**config.mk**
```make
export PLATFORM = sky130hd
export DESIGN_NAME = count_up_stopwatch
export DESIGN_NICKNAME = d
export VERILOG_FILES = /design/src/rtl/count_up_stopwatch_pkg.sv /design/src/rtl/count_up_stopwatch_bcd_stage.sv /design/src/rtl/count_up_stopwatch.sv
export SDC_FILE = /design/constraint.sdc
export NUM_CORES = 1
export LEC_CHECK = 0
export BUFFER_PORTS_ARGS = -buffer_cell sky130_fd_sc_hd__buf_2
export CAP_MARGIN = 10
export CORE_MARGIN = 2
export CORE_UTILIZATION = 60
export DETAILED_ROUTE_END_ITERATION = 6
export MAX_ROUTING_LAYER = met4
export PLACE_DENSITY = 0.81
export SLEW_MARGIN = 40
export SYNTH_ARGS = -nofsm -noshare
export SYNTH_HDL_FRONTEND = slang
export SYNTH_SLANG_ARGS = --single-unit
```
**constraint.sdc**
```tcl
create_clock -name clk -period 3.5 [get_ports clk]
set_input_delay 0.525 -clock clk [delete_from_list [all_inputs] [get_ports clk]]
set_output_delay 0.525 -clock clk [all_outputs]
set_load 0.01 [all_outputs]
```
**src/rtl/count_up_stopwatch_pkg.sv**
```systemverilog
// Shared types and constants for the count-up stopwatch: FSM encoding,
// BCD limits and the packed hh:mm:ss.cc time record.
package count_up_stopwatch_pkg;

  typedef enum logic [1:0] {
    IDLE  = 2'd0,
    RUN   = 2'd1,
    PAUSE = 2'd2,
    HALT  = 2'd3
  } state_t;

  localparam logic [7:0] BCD_MAX_59 = 8'h59;
  localparam logic [7:0] BCD_MAX_99 = 8'h99;

  typedef struct packed {
    logic [7:0] hour;
    logic [7:0] minute;
    logic [7:0] second;
    logic [7:0] centi;
  } time_t;

  // Two-digit packed-BCD increment that wraps to 00 after max.
  function automatic logic [7:0] bcd_inc(input logic [7:0] v, input logic [7:0] max);
    logic [7:0] r;
    if (v == max) begin
      r = '0;
    end else if (v[3:0] == 4'd9) begin
      r = {v[7:4] + 4'd1, 4'd0};
    end else begin
      r = {v[7:4], v[3:0] + 4'd1};
    end
    return r;
  endfunction

endpackage

```
**src/rtl/count_up_stopwatch_bcd_stage.sv**
```systemverilog
// Two-digit BCD counter stage; carry flags an increment arriving at MAX_BCD.
module stopwatch_bcd_stage
  import count_up_stopwatch_pkg::*;
#(
  parameter logic [7:0] MAX_BCD = BCD_MAX_99
) (
  input  logic       clk,
  input  logic       rst_n,
  input  logic       clear,
  input  logic       inc,
  input  logic       freeze,
  output logic [7:0] value,
  output logic       carry
);

  logic [7:0] count_q;

  // freeze blocks the update so a saturating chain holds instead of wrapping.
  always_ff @(posedge clk or negedge rst_n) begin
    if (!rst_n) begin
      count_q <= '0;
    end else if (clear) begin
      count_q <= '0;
    end else if (inc && !freeze) begin
      count_q <= bcd_inc(count_q, MAX_BCD);
    end
  end

  assign value = count_q;
  assign carry = inc && (count_q == MAX_BCD);

endmodule

```
**src/rtl/count_up_stopwatch.sv**
```systemverilog
// Count-up stopwatch: prescaled BCD cascade with run/pause, lap freeze,
// clear and saturation at HOUR_MAX_BCD:59:59.99.
module count_up_stopwatch
  import count_up_stopwatch_pkg::*;
#(
  parameter int unsigned TICKS_PER_CS = 10,
  parameter logic [7:0]  HOUR_MAX_BCD = 8'h99
) (
  input  logic       clk,
  input  logic       rst_n,
  input  logic       clock_en,
  input  logic       start_stop,
  input  logic       lap,
  input  logic       clear,
  output logic [7:0] hour_out_bcd,
  output logic [7:0] minute_out_bcd,
  output logic [7:0] second_out_bcd,
  output logic [7:0] centi_out_bcd,
  output logic       running,
  output logic       lap_active,
  output logic       overflow
);

  localparam int unsigned PRESC_W = (TICKS_PER_CS > 1) ? $clog2(TICKS_PER_CS) : 1;
  localparam logic [PRESC_W-1:0] PRESC_LAST = PRESC_W'(TICKS_PER_CS - 1);

  state_t             state;
  logic [PRESC_W-1:0] presc;
  logic               lap_q;
  logic               ovf_q;
  logic               run_q;
  time_t              snap;
  time_t              live;
  time_t              disp;

  logic ev_clear, ev_ss, ev_lap;
  logic count_en, tick, sat;
  logic centi_carry, second_carry, minute_carry;
  logic [7:0] hour_v, minute_v, second_v, centi_v;

  // Priority clear > start_stop > lap; an event only counts where it is valid.
  assign ev_clear = clear && ((state == PAUSE) || (state == HALT));
  assign ev_ss    = start_stop && !ev_clear && (state != HALT);
  assign ev_lap   = lap && !ev_clear && !ev_ss && ((state == RUN) || (state == PAUSE));

  assign count_en = (state == RUN) && clock_en && !ev_ss;
  assign tick     = count_en && (presc == PRESC_LAST);

  always_ff @(posedge clk or negedge rst_n) begin
    if (!rst_n) begin
      presc <= '0;
    end else if (ev_clear) begin
      presc <= '0;
    end else if (count_en) begin
      presc <= (presc == PRESC_LAST) ? '0 : presc + 1'b1;
    end
  end

  stopwatch_bcd_stage #(.MAX_BCD(BCD_MAX_99)) u_centi (
    .clk(clk), .rst_n(rst_n), .clear(ev_clear), .inc(tick), .freeze(sat),
    .value(centi_v), .carry(centi_carry)
  );

  stopwatch_bcd_stage #(.MAX_BCD(BCD_MAX_59)) u_second (
    .clk(clk), .rst_n(rst_n), .clear(ev_clear), .inc(centi_carry), .freeze(sat),
    .value(second_v), .carry(second_carry)
  );

  stopwatch_bcd_stage #(.MAX_BCD(BCD_MAX_59)) u_minute (
    .clk(clk), .rst_n(rst_n), .clear(ev_clear), .inc(second_carry), .freeze(sat),
    .value(minute_v), .carry(minute_carry)
  );

  // Hour carry only fires at full scale, so it doubles as the saturation detect.
  stopwatch_bcd_stage #(.MAX_BCD(HOUR_MAX_BCD)) u_hour (
    .clk(clk), .rst_n(rst_n), .clear(ev_clear), .inc(minute_carry), .freeze(sat),
    .value(hour_v), .carry(sat)
  );

  assign live = {hour_v, minute_v, second_v, centi_v};

  always_ff @(posedge clk or negedge rst_n) begin
    if (!rst_n) begin
      state <= IDLE;
      run_q <= 1'b0;
      lap_q <= 1'b0;
      ovf_q <= 1'b0;
      snap  <= '0;
    end else begin
      if (ev_clear) begin
        state <= IDLE;
        run_q <= 1'b0;
        lap_q <= 1'b0;
        ovf_q <= 1'b0;
        snap  <= '0;
      end else if (ev_ss) begin
        state <= (state == RUN) ? PAUSE : RUN;
        run_q <= (state != RUN);
      end else if (ev_lap) begin
        if ((state == RUN) && !lap_q) begin
          snap  <= live;
          lap_q <= 1'b1;
        end else begin
          lap_q <= 1'b0;
        end
      end
      if (sat) begin
        state <= HALT;
        run_q <= 1'b0;
        ovf_q <= 1'b1;
      end
    end
  end

  assign disp           = lap_q ? snap : live;
  assign hour_out_bcd   = disp.hour;
  assign minute_out_bcd = disp.minute;
  assign second_out_bcd = disp.second;
  assign centi_out_bcd  = disp.centi;
  assign running        = run_q;
  assign lap_active     = lap_q;
  assign overflow       = ovf_q;

endmodule

```
==> results.json, run 1 <==
{
  "fmax_ghz": 0.404,
  "tns_ps": 0,
  "cp_slowest_cell": "dfrtp_1",
  "max-cap-violations": 0,
  "critPathLaunch": "lap_active$_DFFE_PN0P_",
  "ir_drop_mv": 0.556,
  "grt_pass1_wl_um": 15300,
  "synth_common_cells": "90 x nand2_1, 73 x dfrtp_1, 54 x a21oi_1",
  "initial_utilization_pct": 61.4,
  "gp_congestion": 0.848,
  "cts_num_sinks": 73,
  "ys_ff_latch": 73,
  "rsz0062_at_grt": "no",
  "gr-total-overflow": 0,
  "synth_area_leaders": "dfrtp_1 44%, nand2_1 8.1%, ha_1 6.6%",
  "drc": 0,
  "final_cells": 575,
  "worst_slew_pin_slew_ps": 760,
  "yosys.area.top_type": "dfrtp_1",
  "cp_slowest_stage_delay_ps": 840,
  "syn_inst": 456,
  "cts_buffers": 9,
  "synth.top_cell.area_share_pct": 44.0,
  "final_max_slew_viol_count": 0,
  "fp.dieArea_um2": 7600,
  "finalSetupViolCount": 0,
  "worst_slack_ps": 1030,
  "required_ps": 2970,
  "ctsResizeCount": 0,
  "dp_hpwl_um": 6080,
  "ctsRootBufferMaster": "clkbuf_8",
  "p_leak_nw": 2.18,
  "syn_nets": 484,
  "synth_flop_cell": "dfrtp_1",
  "total_power_mw": 1.99,
  "multi_input_area_um2": 2160,
  "crit_path_end": "minute_out_bcd[0]",
  "grt_max_degree": 44,
  "fin_area_um2": 4600,
  "cts_hold_buffers": 0,
  "postLayoutCoreUtil_pct": 68.0,
  "dr_total_vias": 3482,
  "synthArstFlopShare_pct": 100,
  "layout-drive-gt1-share_pct": 19.2,
  "syn_area_um2": 4150,
  "synth_edf_count": 0,
  "synth_warnings": 0,
  "die_h_um": 87.2,
  "antenna_left": 0,
  "synth-seq-area-share_pct": 44.0,
  "insertion_delay_ps": 350,
  "dpl.cell_count": 559,
  "period_share_pct": 70.7,
  "post_cts_buffers": 0,
  "grt_use_total_pct": 26.0,
  "syn_to_final_growth_pct": 10.8,
  "viasPerCell": 6.06,
  "p_per_area_nw_per_um2": 433,
  "synth.most_common_cell": "nand2_1",
  "cts-htree-levels": 3,
  "post-place-ws_ps": 1140,
  "tritoncts": "done",
  "synth_area_per_cell_um2": 9.10,
  "placementRows": 30,
  "fillCellCount": 538,
  "skew_ps": 9.62,
  "max-clock-path-buffers": 2,
  "fp.coreArea_um2": 6760,
  "crit_cells": 3,
  "critPathBufInv": 2,
  "cpLargestDelayFamily": "flip-flops",
  "n_antenna_cell": 0,
  "wl_per_cell_um": 15.6,
  "status": "complete, no violations",
  "io_buffers": 40,
  "num_io_pins": 41,
  "rr_worst_depth": 7,
  "cp_data_arrival_time_ps": 1950,
  "clk_pin_slew_worst_paths_ps": 80,
  "hp-class": "in -> async",
  "cp-start-kind": "flop",
  "dpl-instance-area_um2": 4420,
  "crit_chain": "buf_12, mux2_2, buf_2",
  "wirelength_um": 8980,
  "drt-initial-drc-count": 235,
  "worstSetupEndpointType": "primary output",
  "antenna_found_initial": 0,
  "period_needed_ps": 2470,
  "crit_fanout": 25,
  "final_hold_viol_count": 0,
  "path_class": "reg -> out",
  "drt_pass1_iterations": 5,
  "timing.hold.ws_ps": 157,
  "rrSetupSlack_ps": 1080,
  "nets": 518,
  "r2r-end": "u_hour.value[7]$_DFFE_PN0P_",
  "relSlewSlack_pct": 49.3,
  "timing.rr.start": "presc[1]$_DFFE_PN0P_",
  "final-seq-area_um2": 1830,
  "die_w_um": 87.2,
  "grt_pass1_vias": 3395,
  "synth_cell_types": 46
}
[final cells by class]
class                      count  share of cell area, %
inverter                      15                   1.22
clock buffer                  13                   3.46
clock inverter                 3                  0.327
multi-input combinational    343                   47.1
tap                           80                   2.18
sequential                    73                   39.7
timing repair buffer          48                   5.99
[routing by layer]
metal / part of all wire [%] / global-route usage [%]
met2: 48 / 39.6
met1: 47 / 35.0
met4: 1.3 / 10.9
met3: 4.2 / 3.98
met5: 0 / -
[worst min path at each step]
stage / start / to / cells past startpoint
after floorplan: rst_n / lap_active$_DFFE_PN0P_ / 0
after global placement: overflow$_DFFE_PN0P_ / overflow$_DFFE_PN0P_ / 2
after detailed placement: overflow$_DFFE_PN0P_ / overflow$_DFFE_PN0P_ / 2
after CTS: rst_n / snap[3]$_DFFE_PN0P_ / 1
after global routing: rst_n / snap[10]$_DFFE_PN0P_ / 1
final: rst_n / snap[11]$_DFFE_PN0P_ / 1
[registers in the layout (all words and copies together) (netlist names)]
register and flops:
lap_active 1, overflow 1, presc 4, running 1
snap 32, state 2, u_centi.value 8, u_hour.value 8
u_minute.value 8, u_second.value 8
[kinds of logic after synthesis]
family / synth area share, %
buffers and inverters: 3.83
DFF: 44.0
AOI/OAI and AO/OA: 16.1
muxes: 6.45
and+or+nand+nor: 23.0
adders and majority gates: 6.63
[where the power goes]
| part | leakage, nW | switching [mW] | internal [mW] |
|---|---|---|---|
| Sequential | 1.01 | 0.0519 | 0.882 |
| Combinational | 1.08 | 0.317 | 0.144 |
| Clock | 0.0932 | 0.303 | 0.293 |
[cell usage in the layout, fill, tap and decap left out, types with 9 or more instances in the layout]
master    Yosys  final
nand2_1      90     90
dfrtp_1      73     73
a21oi_1      54     54
buf_2         4     39
o21ai_0      27     27
mux2_2       22     22
ha_1         22     22
nand3_1      21     21
inv_1        15     15
nor2_1       13     13
clkbuf_8      0     11
and3b_1      10     10
or3_1         9      9
Note: power is estimated with default switching activity, not from simulation.
==> inputs of run 2 (changes only) <==
--- a/config.mk
+++ b/config.mk
@@ -8,10 +8,10 @@
 export BUFFER_PORTS_ARGS = -buffer_cell sky130_fd_sc_hd__buf_2
 export CAP_MARGIN = 10
 export CORE_MARGIN = 2
-export CORE_UTILIZATION = 60
+export CORE_UTILIZATION = 59
 export DETAILED_ROUTE_END_ITERATION = 6
 export MAX_ROUTING_LAYER = met4
-export PLACE_DENSITY = 0.81
+export PLACE_DENSITY = 0.8
 export SLEW_MARGIN = 40
 export SYNTH_ARGS = -nofsm -noshare
 export SYNTH_HDL_FRONTEND = slang
==> constraint.sdc (replaced) <==
create_clock -name clk -period 2.37 [get_ports clk]
set_input_delay 0.3555 -clock clk [delete_from_list [all_inputs] [get_ports clk]]
set_output_delay 0.3555 -clock clk [all_outputs]
set_load 0.01 [all_outputs]
==> run 2 against run 1 <==
  * Die area grew 1.6%
  * Wire length rose by 5.0%
  * Non-clock buffer count rose by 6
  * Core utilization increased by 0.43 points
  * Setup slack got worse by 860 ps
  * Critical path depth increased by 4
  * Cell count grew 3.7%
  * Power grew 47%
  * Combinational power is 58% higher
  * Via count increased by 0.37%
  * Sequential power increased by 46%
  * Sequential cell count stayed put
  * Critical path type is now reg -> reg
  * Largest power group unchanged
==> results.json, run 2 (synthesis results as in run 1) <==
{
  "wirelength_um": 9430,
  "ctsRootBufferMaster": "clkbuf_8",
  "period_share_pct": 92.8,
  "die_w_um": 87.9,
  "layout-drive-gt1-share_pct": 20.4,
  "gr-total-overflow": 0,
  "crit_fanout": 10,
  "ctsResizeCount": 0,
  "viasPerCell": 5.86,
  "p_sw_mw": 1.01,
  "period_needed_ps": 2200,
  "critPathBufInv": 1,
  "crit_chain": "inv_1, ha_1, nand3b_4, nor4_4, nand2_2, or4b_1, a21oi_1",
  "rsz0062_at_grt": "no",
  "fp.coreArea_um2": 6790,
  "cp_slowest_cell": "or4b_1",
  "cts_num_sinks": 73,
  "path_class": "reg -> reg",
  "post_cts_buffers": 0,
  "dr_total_vias": 3495,
  "crit_cells": 7,
  "tns_ps": 0,
  "grt_max_degree": 74,
  "tritoncts": "done",
  "fillCellCount": 542,
  "p_leak_nw": 2.21,
  "final_hold_viol_count": 0,
  "cp_data_arrival_time_ps": 2460,
  "syn_to_final_growth_pct": 12.1,
  "drc": 0,
  "p_per_area_nw_per_um2": 631,
  "hp-class": "in -> async",
  "netSwitchingFraction_pct": 34.3,
  "n_antenna_cell": 0,
  "nets": 524,
  "worstSetupEndpointType": "flop",
  "cp-start-kind": "flop",
  "largest_reg_flops": 32,
  "mostFrequentLayoutCells": "90 x nand2_1, 73 x dfrtp_1, 54 x a21oi_1",
  "seqPwrFrac_pct": 46.5,
  "max-cap-violations": 0,
  "grt_pass1_wl_um": 16400,
  "dpl-instance-area_um2": 4490,
  "clk_pin_slew_worst_paths_ps": 80,
  "antenna_found_initial": 0,
  "wl_per_cell_um": 15.8,
  "grt_pass1_vias": 3457,
  "power.internal_mw": 1.93,
  "placementRows": 30,
  "gp_congestion": 0.844,
  "fmax_ghz": 0.455,
  "antenna_left": 0,
  "die_h_um": 87.9,
  "cp_slowest_stage_delay_ps": 510,
  "cts-htree-levels": 3,
  "power_frac_clock_pct": 28.7,
  "cts_buffers": 9,
  "final_max_slew_viol_count": 0,
  "ir_drop_mv": 0.503,
  "finalSetupViolCount": 0,
  "rr_worst_depth": 7,
  "fp.dieArea_um2": 7720,
  "layout_commonest_cell": "nand2_1",
  "io_buffers": 40,
  "drt-initial-drc-count": 218,
  "dp_hpwl_um": 6480,
  "skew_ps": 7.41,
  "worst_slew_pin_slew_ps": 595,
  "largest-register": "snap",
  "initial_utilization_pct": 61.1,
  "grt_use_total_pct": 27.9,
  "fin_area_um2": 4650,
  "cpLargestDelayFamily": "simple AND/OR/NAND/NOR gates",
  "max-clock-path-buffers": 2,
  "relSlewSlack_pct": 60.3,
  "status": "complete, no violations",
  "num_io_pins": 41,
  "pwr-share-comb_pct": 24.8,
  "cts_hold_buffers": 0,
  "required_ps": 2630,
  "drt_pass1_iterations": 5,
  "insertion_delay_ps": 340
}
-- run 2: power groups by stage --
stage                     Clock, mW  Combinational [mW]  Sequential [mW]
after detailed placement          0               0.726             1.39
after global placement            0               0.699             1.38
final                         0.843               0.727             1.36
after global routing          0.911               0.813             1.37
after floorplan                   0               0.478             1.38
after CTS                     0.865               0.730             1.36
-- run 2: path summary, 6_finish.rpt --
| path | from | to | slack [ps] |
|---|---|---|---|
| min in group clk | clear | overflow$_DFFE_PN0P_ | 480 |
| max in group asynchronous | rst_n | snap[19]$_DFFE_PN0P_ | 2020 |
| worst max register to register | u_centi.value[1]$_DFFE_PN0P_ | u_minute.value[2]$_DFFE_PN0P_ | 170 |
| worst min register to register | overflow$_DFFE_PN0P_ | overflow$_DFFE_PN0P_ | 500 |
| worst min-delay path | rst_n | snap[7]$_DFFE_PN0P_ | 30 |
| worst max-delay path | u_centi.value[1]$_DFFE_PN0P_ | u_minute.value[2]$_DFFE_PN0P_ | 170 |
-- run 2: layout make-up --
class	count	area [um2]	share of cell area (%)
Inverter	15	56.3	1.21
Tap cell	96	120	2.58
Clock buffer	11	141	3.04
Multi-Input combinational cell	343	2170	46.6
Timing Repair Buffer	54	318	6.83
Sequential cell	73	1830	39.3
Clock inverter	4	20.0	0.430
-- run 2: worst register-to-register path, delay by kind of cell (launching register included) --
family,cells,cell delay [ps]
simple gates,4,1240
compound gates,1,150
flops,1,420
fa+ha+maj,1,220
buf+inv,1,90
-- run 2: layer usage --
layer | vias to the layer above | GRT usage, % | share of wire, %
met1 | 1705 | 36.8 | 45
met3 | 13 | 5.37 | 3.9
li1 | 1704 | - | -
met4 | 0 | 9.37 | 1.3
met5 | - | - | 0
met2 | 73 | 43.4 | 50
-- run 2: metrics by stage --
step	setup WS, ps	hold WS [ps]	std cells	util (%)	power (mW)
after floorplan	406	59.9	456	-	1.86
after global placement	259	418	581	66.0	2.08
after detailed placement	119	421	581	66.0	2.11
after CTS	94.8	44.4	596	68.4	2.96
after global routing	22.2	71.7	596	68.5	3.09
final	170	30.4	596	68.5	2.93
==> inputs of run 3 (changes only) <==
--- a/config.mk
+++ b/config.mk
@@ -5,7 +5,7 @@
 export SDC_FILE = /design/constraint.sdc
 export NUM_CORES = 1
 export LEC_CHECK = 0
-export BUFFER_PORTS_ARGS = -buffer_cell sky130_fd_sc_hd__buf_2
+export BUFFER_PORTS_ARGS = -buffer_cell sky130_fd_sc_hd__clkbuf_2
 export CAP_MARGIN = 10
 export CORE_MARGIN = 2
 export CORE_UTILIZATION = 59
==> run 3 against run 2 <==
  * Cell count rose by 0.50%
  * Non-clock buffer count rose by 2
  * First-iteration DRC count fell by 21%
  * Clock skew rose by 7.0 ps
  * Final area rose by 0.59%
  * Wire length fell by 1.5%
  * Power rose by 1.0%
  * Fmax fell by 2.6%
  * Critical path depth rose by 1
  * Largest power group unchanged
  * Critical path type unchanged
==> results.json, run 3 (synthesis results as in run 1) <==
{
  "fp.coreArea_um2": 6790,
  "cp_data_arrival_time_ps": 2520,
  "p_leak_nw": 2.18,
  "wirelength_um": 9290,
  "gp_congestion": 0.842,
  "ir_drop_mv": 0.672,
  "n_antenna_cell": 0,
  "cts_num_sinks": 73,
  "grt_pass1_wl_um": 15700,
  "required_ps": 2630,
  "timing.rr.start": "state[1]$_DFFE_PN0P_",
  "max-clock-path-buffers": 2,
  "die_h_um": 87.9,
  "final_max_slew_viol_count": 0,
  "crit_fanout": 8,
  "largest-register": "snap",
  "viasPerCell": 5.89,
  "antenna_found_initial": 0,
  "hp-class": "in -> async",
  "drt_pass1_iterations": 5,
  "period_needed_ps": 2260,
  "total_power_mw": 2.96,
  "drc": 0,
  "max-cap-violations": 0,
  "status": "complete, no violations",
  "clk_pin_slew_worst_paths_ps": 80,
  "num_io_pins": 41,
  "initial_utilization_pct": 61.1,
  "io_buffers": 40,
  "mostFrequentLayoutCells": "90 x nand2_1, 73 x dfrtp_1, 54 x a21oi_1",
  "layout_commonest_cell": "nand2_1",
  "p_per_area_nw_per_um2": 633,
  "worst_slew_pin_slew_ps": 811,
  "cts_buffers": 9,
  "skew_ps": 14.4,
  "rr_worst_depth": 8,
  "wl_per_cell_um": 15.5,
  "layout-drive-gt1-share_pct": 20.7,
  "worstSetupEndpointType": "flop",
  "fmax_ghz": 0.443,
  "largest_reg_flops": 32,
  "rrSetupSlack_ps": 110,
  "tns_ps": 0,
  "dr_total_vias": 3527,
  "syn_to_final_growth_pct": 12.8,
  "die_w_um": 87.9,
  "antenna_left": 0,
  "cts-htree-levels": 3,
  "placementRows": 30,
  "drt-initial-drc-count": 172,
  "fp.dieArea_um2": 7720,
  "relSlewSlack_pct": 45.9,
  "ctsRootBufferMaster": "clkbuf_8",
  "r2r-end": "u_second.value[6]$_DFFE_PN0P_",
  "post_cts_buffers": 0,
  "final-seq-area_um2": 1830,
  "insertion_delay_ps": 350,
  "period_share_pct": 95.3,
  "path_class": "reg -> reg",
  "finalSetupViolCount": 0,
  "dp_hpwl_um": 6430,
  "multi_input_area_um2": 2170,
  "grt_use_total_pct": 26.9,
  "grt_pass1_vias": 3296,
  "nets": 526,
  "fillCellCount": 567,
  "gr-total-overflow": 0,
  "rsz0062_at_grt": "no",
  "final_hold_viol_count": 0,
  "grt_max_degree": 43,
  "cp-start-kind": "flop",
  "tritoncts": "done"
}
[run 3: changes by cell type in the layout (fill, tap and decap cells not counted), sizes merged]
| cell | change |
|---|---|
| buf | -37 |
| clkbuf | +40 |
| clkinv | -2 |
| clkinvlp | +2 |
[run 3: what timing repair did]
action	CTS	global route
resized for setup	0	1
setup endpoints to repair	0	3
hold buffers	0	0
[run 3: worst max-delay path by stage]
stage,start,to,slack (ps),cells past startpoint
6_report,state[1]$_DFFE_PN0P_,u_second.value[6]$_DFFE_PN0P_,110,8
5_1_grt,state[1]$_DFFE_PN0P_,u_second.value[6]$_DFFE_PN0P_,20,8
4_1_cts,state[1]$_DFFE_PN0P_,u_hour.value[7]$_DFFE_PN0P_,90,7
3_5_place_dp,state[1]$_DFFE_PN0P_,u_hour.value[7]$_DFFE_PN0P_,120,7
3_3_place_gp,u_second.value[5]$_DFFE_PN0P_,u_hour.value[7]$_DFFE_PN0P_,250,7
2_1_floorplan,u_centi.value[1]$_DFFE_PN0P_,u_minute.value[7]$_DFFE_PN0P_,410,7
[run 3: worst max-delay path: stages, from the launching register on]
cell and delay (ps):
dfrtp_1 400, inv_1 110, ha_1 230, and2_1 210
o211a_2 300, buf_4 190, nand2_1 150, or4_1 430
a21oi_1 160
[run 3: area by class of cell]
class	count	share of cell area, %
Multi-Input combinational cell	343	46.4
Sequential cell	73	39.0
Timing Repair Buffer	56	7.11
Clock buffer	12	3.10
Tap cell	96	2.57
Inverter	15	1.20
Clock inverter	4	0.615
[run 3: routing by layer]
| metal | wire, um | vias up | track usage, % |
|---|---|---|---|
| met5 | 0 | - | - |
| met4 | 172 | 0 | 11.6 |
| met3 | 366 | 16 | 4.15 |
| met2 | 4570 | 92 | 41.1 |
| met1 | 4180 | 1704 | 35.7 |
| li1 | - | 1715 | - |
[run 3: stage by stage]
stage / util (%) / hold WS, ps / instances / cell area (um2) / setup WS [ps]
finish: 68.9 / 19.3 / 599 / 4680 / 111
global route: 68.9 / 50.6 / 599 / 4680 / 21.2
CTS: 68.8 / 36.4 / 599 / 4670 / 87.6
detailed placement: 66.2 / 413 / 583 / 4500 / 116
global placement: 66.2 / 419 / 583 / 4500 / 246
floorplan: - / 59.9 / 456 / 4150 / 406
[run 3: power breakdown]
group	internal (mW)	total [mW]	leakage, nW	switching (mW)
registers	1.30	1.37	1.01	0.0637
logic	0.229	0.720	1.09	0.491
clock network	0.409	0.877	0.0826	0.467
